### src/rtl/alu_mc.sv
// rtl/alu_mc.sv - multi-cycle ALU: single-cycle logic ops, iterative shift-add mul and restoring div
// ALU_MC_DIV0_FAST_EN: when defined, divide-by-zero completes on the accept edge instead of iterating.
module alu_mc #(
  parameter int WIDTH = 64
) (
  input  logic             clk,
  input  logic             rst_n,
  input  logic             in_valid,
  output logic             in_ready,
  input  logic [WIDTH-1:0] A,
  input  logic [WIDTH-1:0] B,
  input  logic [2:0]       ALUop,
  output logic             out_valid,
  input  logic             out_ready,
  output logic [WIDTH-1:0] Y,
  output logic [WIDTH-1:0] Y_hi,
  output logic [WIDTH-1:0] REM,
  output logic             ZERO,
  output logic             COUT,
  output logic             OVF,
  output logic             DIV0
);

  localparam int CW = $clog2(WIDTH + 1);
  localparam logic [2:0] OP_ADD = 3'b000;
  localparam logic [2:0] OP_SUB = 3'b001;
  localparam logic [2:0] OP_AND = 3'b010;
  localparam logic [2:0] OP_OR  = 3'b011;
  localparam logic [2:0] OP_XOR = 3'b100;
  localparam logic [2:0] OP_MUL = 3'b101;
  localparam logic [2:0] OP_DIV = 3'b110;

  typedef enum logic [1:0] {IDLE = 2'd0, BUSY = 2'd1, DONE = 2'd2} state_t;

  state_t           state, state_n;
  logic [CW-1:0]    cnt;
  logic [WIDTH-1:0] acc_hi, acc_lo, opnd;
  logic             is_div;
  logic             div0_fast, multi, accept, last;

  always_comb begin
`ifdef ALU_MC_DIV0_FAST_EN
    div0_fast = (ALUop == OP_DIV) && (B == '0);
`else
    div0_fast = 1'b0;
`endif
    multi = (ALUop == OP_MUL) || ((ALUop == OP_DIV) && !div0_fast);
  end

  assign accept = in_valid && in_ready;
  assign last   = (state == BUSY) && (cnt == CW'(1));

  always_ff @(posedge clk or negedge rst_n) begin
    if (!rst_n) state <= IDLE;
    else        state <= state_n;
  end

  always_comb begin
    state_n = state;
    case (state)
      IDLE:    if (in_valid) state_n = multi ? BUSY : DONE;
      BUSY:    if (cnt == CW'(1)) state_n = DONE;
      DONE:    if (out_ready) state_n = IDLE;
      default: state_n = IDLE;
    endcase
  end

  always_comb begin
    in_ready  = (state == IDLE);
    out_valid = (state == DONE);
  end

  // Single-cycle results; the div entry only matters for the fast divide-by-zero path.
  logic [WIDTH:0]   add_w, sub_w;
  logic [WIDTH-1:0] s_y, s_rem;
  logic             s_cout, s_ovf, s_div0;

  assign add_w = {1'b0, A} + {1'b0, B};
  assign sub_w = {1'b0, A} - {1'b0, B};

  always_comb begin
    s_y    = '0;
    s_rem  = '0;
    s_cout = 1'b0;
    s_ovf  = 1'b0;
    s_div0 = 1'b0;
    case (ALUop)
      OP_ADD: begin
        s_y    = add_w[WIDTH-1:0];
        s_cout = add_w[WIDTH];
        s_ovf  = (A[WIDTH-1] == B[WIDTH-1]) && (add_w[WIDTH-1] != A[WIDTH-1]);
      end
      OP_SUB: begin
        s_y    = sub_w[WIDTH-1:0];
        s_cout = ~sub_w[WIDTH];
        s_ovf  = (A[WIDTH-1] != B[WIDTH-1]) && (sub_w[WIDTH-1] != A[WIDTH-1]);
      end
      OP_AND: s_y = A & B;
      OP_OR:  s_y = A | B;
      OP_XOR: s_y = A ^ B;
      OP_DIV: begin
        s_y    = '1;
        s_rem  = A;
        s_div0 = 1'b1;
      end
      default: ;
    endcase
  end

  // acc_hi/acc_lo hold {product high, multiplier} for mul and {remainder, quotient} for div.
  logic [WIDTH:0]   mul_sum, rem_sh, rem_sub;
  logic             div_ge;
  logic [WIDTH-1:0] hi_n, lo_n;

  assign mul_sum = {1'b0, acc_hi} + (acc_lo[0] ? {1'b0, opnd} : {(WIDTH+1){1'b0}});
  assign rem_sh  = {acc_hi, acc_lo[WIDTH-1]};
  assign rem_sub = rem_sh - {1'b0, opnd};
  assign div_ge  = ~rem_sub[WIDTH];

  always_comb begin
    if (is_div) begin
      hi_n = div_ge ? rem_sub[WIDTH-1:0] : rem_sh[WIDTH-1:0];
      lo_n = {acc_lo[WIDTH-2:0], div_ge};
    end else begin
      hi_n = mul_sum[WIDTH:1];
      lo_n = {mul_sum[0], acc_lo[WIDTH-1:1]};
    end
  end

  always_ff @(posedge clk or negedge rst_n) begin
    if (!rst_n) begin
      cnt    <= '0;
      is_div <= 1'b0;
      acc_hi <= '0;
      acc_lo <= '0;
      opnd   <= '0;
    end else if (accept && multi) begin
      cnt    <= CW'(WIDTH);
      is_div <= (ALUop == OP_DIV);
      acc_hi <= '0;
      acc_lo <= (ALUop == OP_DIV) ? A : B;
      opnd   <= (ALUop == OP_DIV) ? B : A;
    end else if (state == BUSY) begin
      cnt    <= cnt - CW'(1);
      acc_hi <= hi_n;
      acc_lo <= lo_n;
    end
  end

  always_ff @(posedge clk or negedge rst_n) begin
    if (!rst_n) begin
      Y    <= '0;
      Y_hi <= '0;
      REM  <= '0;
      ZERO <= 1'b1;
      COUT <= 1'b0;
      OVF  <= 1'b0;
      DIV0 <= 1'b0;
    end else if (accept && !multi) begin
      Y    <= s_y;
      Y_hi <= '0;
      REM  <= s_rem;
      ZERO <= (s_y == '0);
      COUT <= s_cout;
      OVF  <= s_ovf;
      DIV0 <= s_div0;
    end else if (last) begin
      Y    <= lo_n;
      ZERO <= (lo_n == '0);
      COUT <= 1'b0;
      OVF  <= 1'b0;
      if (is_div) begin
        Y_hi <= '0;
        REM  <= hi_n;
        DIV0 <= (opnd == '0);
      end else begin
        Y_hi <= hi_n;
        REM  <= '0;
        DIV0 <= 1'b0;
      end
    end
  end

endmodule

### config.mk
export PLATFORM = sky130hd
export DESIGN_NAME = alu_mc
export DESIGN_NICKNAME = d
export VERILOG_FILES = /design/src/rtl/alu_mc.sv
export SDC_FILE = /design/constraint.sdc
export NUM_CORES = 2
export LEC_CHECK = 0
export ABC_CLOCK_PERIOD_IN_PS = 3800
export CORE_MARGIN = 4
export CORE_UTILIZATION = 25
export DETAILED_ROUTE_END_ITERATION = 7
export HOLD_SLACK_MARGIN = 0.02
export PLACE_DENSITY = 0.54
export SYNTH_ARGS = -nofsm -noshare
export SYNTH_HDL_FRONTEND = slang
export SYNTH_SLANG_ARGS = --single-unit
### constraint.sdc
create_clock -name clk -period 3.8 [get_ports clk]
set_clock_uncertainty 0.05 [all_clocks]
set_input_delay 0.38 -clock clk [delete_from_list [all_inputs] [get_ports clk]]
set_output_delay 0.38 -clock clk [all_outputs]
set_load 0.02 [all_outputs]
==> results.md <==
* Worst Setup End Kind: flop
* # setup viols final at 142
* PD cells at 696 nW/um^2
* Site Rows at 145
* IO Count at 333
* GRT overflow at 0
* Max Cap Viol at 0
* Synth Flop Type: dfrtp_1
* Final worst-path cycle share at 109%
* Yosys warnings at 0
* Synth-to-layout area growth at 60.8%
* Detailed Route Iter0 Violations at 4590
* Crit path largest cell delay at 600 ps
* Chip height at 404 um
* Worst-Skew Late Latency at 680 ps
* TritonRoute pass-1 iters at 6
* Vias in the first global route at 47000
* Avg WL per Cell at 26.2 um
* Async set-reset flop share out of synthesis at 100%
* TritonCTS clock tree: done
* Initial antenna violation count at 9
* Ranking of synthesized cells by area: dfrtp_1 (25%), ha_1 (11%), a21oi_1 (6.8%)
* Final #Nets at 7366
* CTS clock-pin slew for the worst setup and hold paths at 70 ps
* Worst slew pin tran at 1110 ps
* Slowest CP cell: clkdlybuf4s50_1
* Fin. Hold Viols at 0
* Worst-path maximum fanout at 5
* Pleak at 29.4 nW
* Post-Syn Nets at 5654
* VDD IR max at 0.000456 V
* Via total after detailed routing at 48600
* Clock sinks at 398
* EDFF count, synth at 0
* H-tree depth reported by CTS at 2
* Synth Register Bits at 398
* Synth cell types at 90
* Relative slew slack at 26.1%
* Critical path class: in2reg
* Dominant cell type by area after synthesis: dfrtp_1
* Synthesized netlist cell count at 5176
* Final min period at 4140 ps
* Status: finished with violations
* Final worst slack at -335 ps
* R2R Setup Slk at -330 ps
* Largest net degree at the start of global routing at 132
* Detailed Place HPWL at 186 mm
* Fillcell total at 16000
* Most frequent cells in the layout: buf_4 (1503), nand2_1 (565), a21oi_1 (424)
* CORE AREA at 156000 um^2
* Layout cells sized above 1 at 35.0%
* Root buf cell: clkbuf_16
* # port buffers at 332
* Die X at 404 um
* First-pass GRT wire length at 333 mm
* DRC at 0
* Mean post-synth cell area at 7.57 um^2
* Req. time, crit path at 4340 ps
* All-Layer GR Usage at 27.5%
* Clock Path Buffers at 3
* Yosys top cell area share at 25.4%
* Worst EP arrival at 4680 ps
* Violated checks: negative setup slack
* Total design power at 43.9 mW
* Register Area at 9970 um^2
* Post-synthesis sequential area ratio at 25.4%
* Max Slew Vio Count at 0
* Max Clock Freq at 242 MHz
* Vias per inst at 5.41
* Full die area at 163000 um^2
* Initial Utilization at 25.1%
* Multi-input combinational cell area at 30400 um^2
* RD Place Congestion at 1.01
* Crit path cell chain: clkdlybuf4s50_1, inv_1, ha_1, nand4_1, or3_1, buf_4, nor3_4, nor3b_4, a2111o_1, a211o_1, nor3_1, buf_4, and4_4, and4_1, nand4_1, o21ai_1
* Hold Crit Class: in2reg
* TNS Setup at -25100 ps
* CTS buffer count at 52
* Post-synthesis cell area at 39200 um^2
* Antenna-violating nets left at 0
* CP Launch Type: input pin
* Final Routed Wirelength at 235 mm
* Commonest non-fill, non-tap cell in the layout: buf_4
* RSZ-0062 raised after global routing: yes
metrics by stage:
stage / hold slack [ps] / instance area, um^2 / setup WS [ps] / std cells / utilization, %
finish: 99.0 / 63000 / -335 / 8987 / 40.4
global route: 91.9 / 63000 / -422 / 8985 / 40.4
floorplan: 34.4 / 39200 / -20.9 / 5176 / -
global placement: 367 / 55700 / -2110 / 8746 / 35.7
CTS: 195 / 61000 / -437 / 8929 / 39.1
detailed placement: 370 / 55700 / -2100 / 8746 / 35.7
flip-flops by register name, indices dropped and copies added, names as in the netlist, 2 cells and up:
name    flops
REM        64
Y          64
Y_hi       64
acc_hi     64
acc_lo     64
opnd       64
cnt         7
state       2
cell families (layout without fill, tap and decap cells):
kind of cell    after synthesis  after routing  synth area share, %
other cells                   0              2                    0
xor+xnor                    135            135                 3.02
simple gates               1623           1623                 19.1
fa+ha+maj                   343            343                 11.0
mux                         104            104                 2.78
buf+inv                     648           2399                 6.38
compound gates             1925           1925                 32.3
flops                       398            398                 25.4
Yosys cell counts, types with 76 or more instances:
library cell / n
a21o_1: 145
a21oi_1: 535
a31oi_1: 106
and2_1: 86
clkbuf_1: 281
dfrtp_1: 397
ha_1: 339
inv_1: 301
nand2_1: 580
nand4_1: 76
nor2_1: 464
nor3_1: 83
o21ai_0: 370
o221ai_1: 96
xnor2_1: 84
power by group:
group,internal (mW),switching (mW)
logic,14.6,16.5
registers,5.54,1.84
clock network,3.07,2.27
total,23.2,20.6
worst paths after layout:
path,cells past startpoint,end,start
max in group asynchronous,3,acc_hi[10],rst_n
min in group asynchronous,2,REM[6],rst_n
hold / removal,4,opnd[1],B[1]
setup / recovery,16,ZERO,A[32]
hold reg to reg,2,REM[9],REM[9]
setup reg to reg,22,acc_hi[11],acc_lo[63]
timing repair:
action | 4_1_cts | 5_1_grt
buffers inserted | 81 | 85
gates resized for setup | 673 | 417
gates cloned | 12 | 0
hold buffers | 1 | 0
pin swaps | 197 | 210
endpoints found under the hold margin | 67 | 0
endpoints found under the setup margin | 188 | 178
per-layer routing:
metal	track usage, %	vias up	wire length [um]
met5	0	-	13
met4	8.59	2	9500
met3	4.49	360	18600
met2	42.5	2107	101000
met1	39.0	23800	106000
li1	-	22400	-
area by class of cell:
class | count | share of cell area [%]
clock buffer | 69 | 2.28
tap | 2058 | 4.09
clock inverter | 24 | 0.514
timing repair buffer | 2005 | 27.2
sequential | 398 | 15.8
multi-input combinational | 4130 | 48.3
antenna | 2 | 0.00794
inverter | 301 | 1.80
critical path: cells and delay by family:
kind,cells,cell delay (ps)
compound gates,3,1010
fa+ha+maj,1,430
buf+inv,4,1010
simple gates,8,1810
Note: power is estimated with default switching activity, not from simulation.
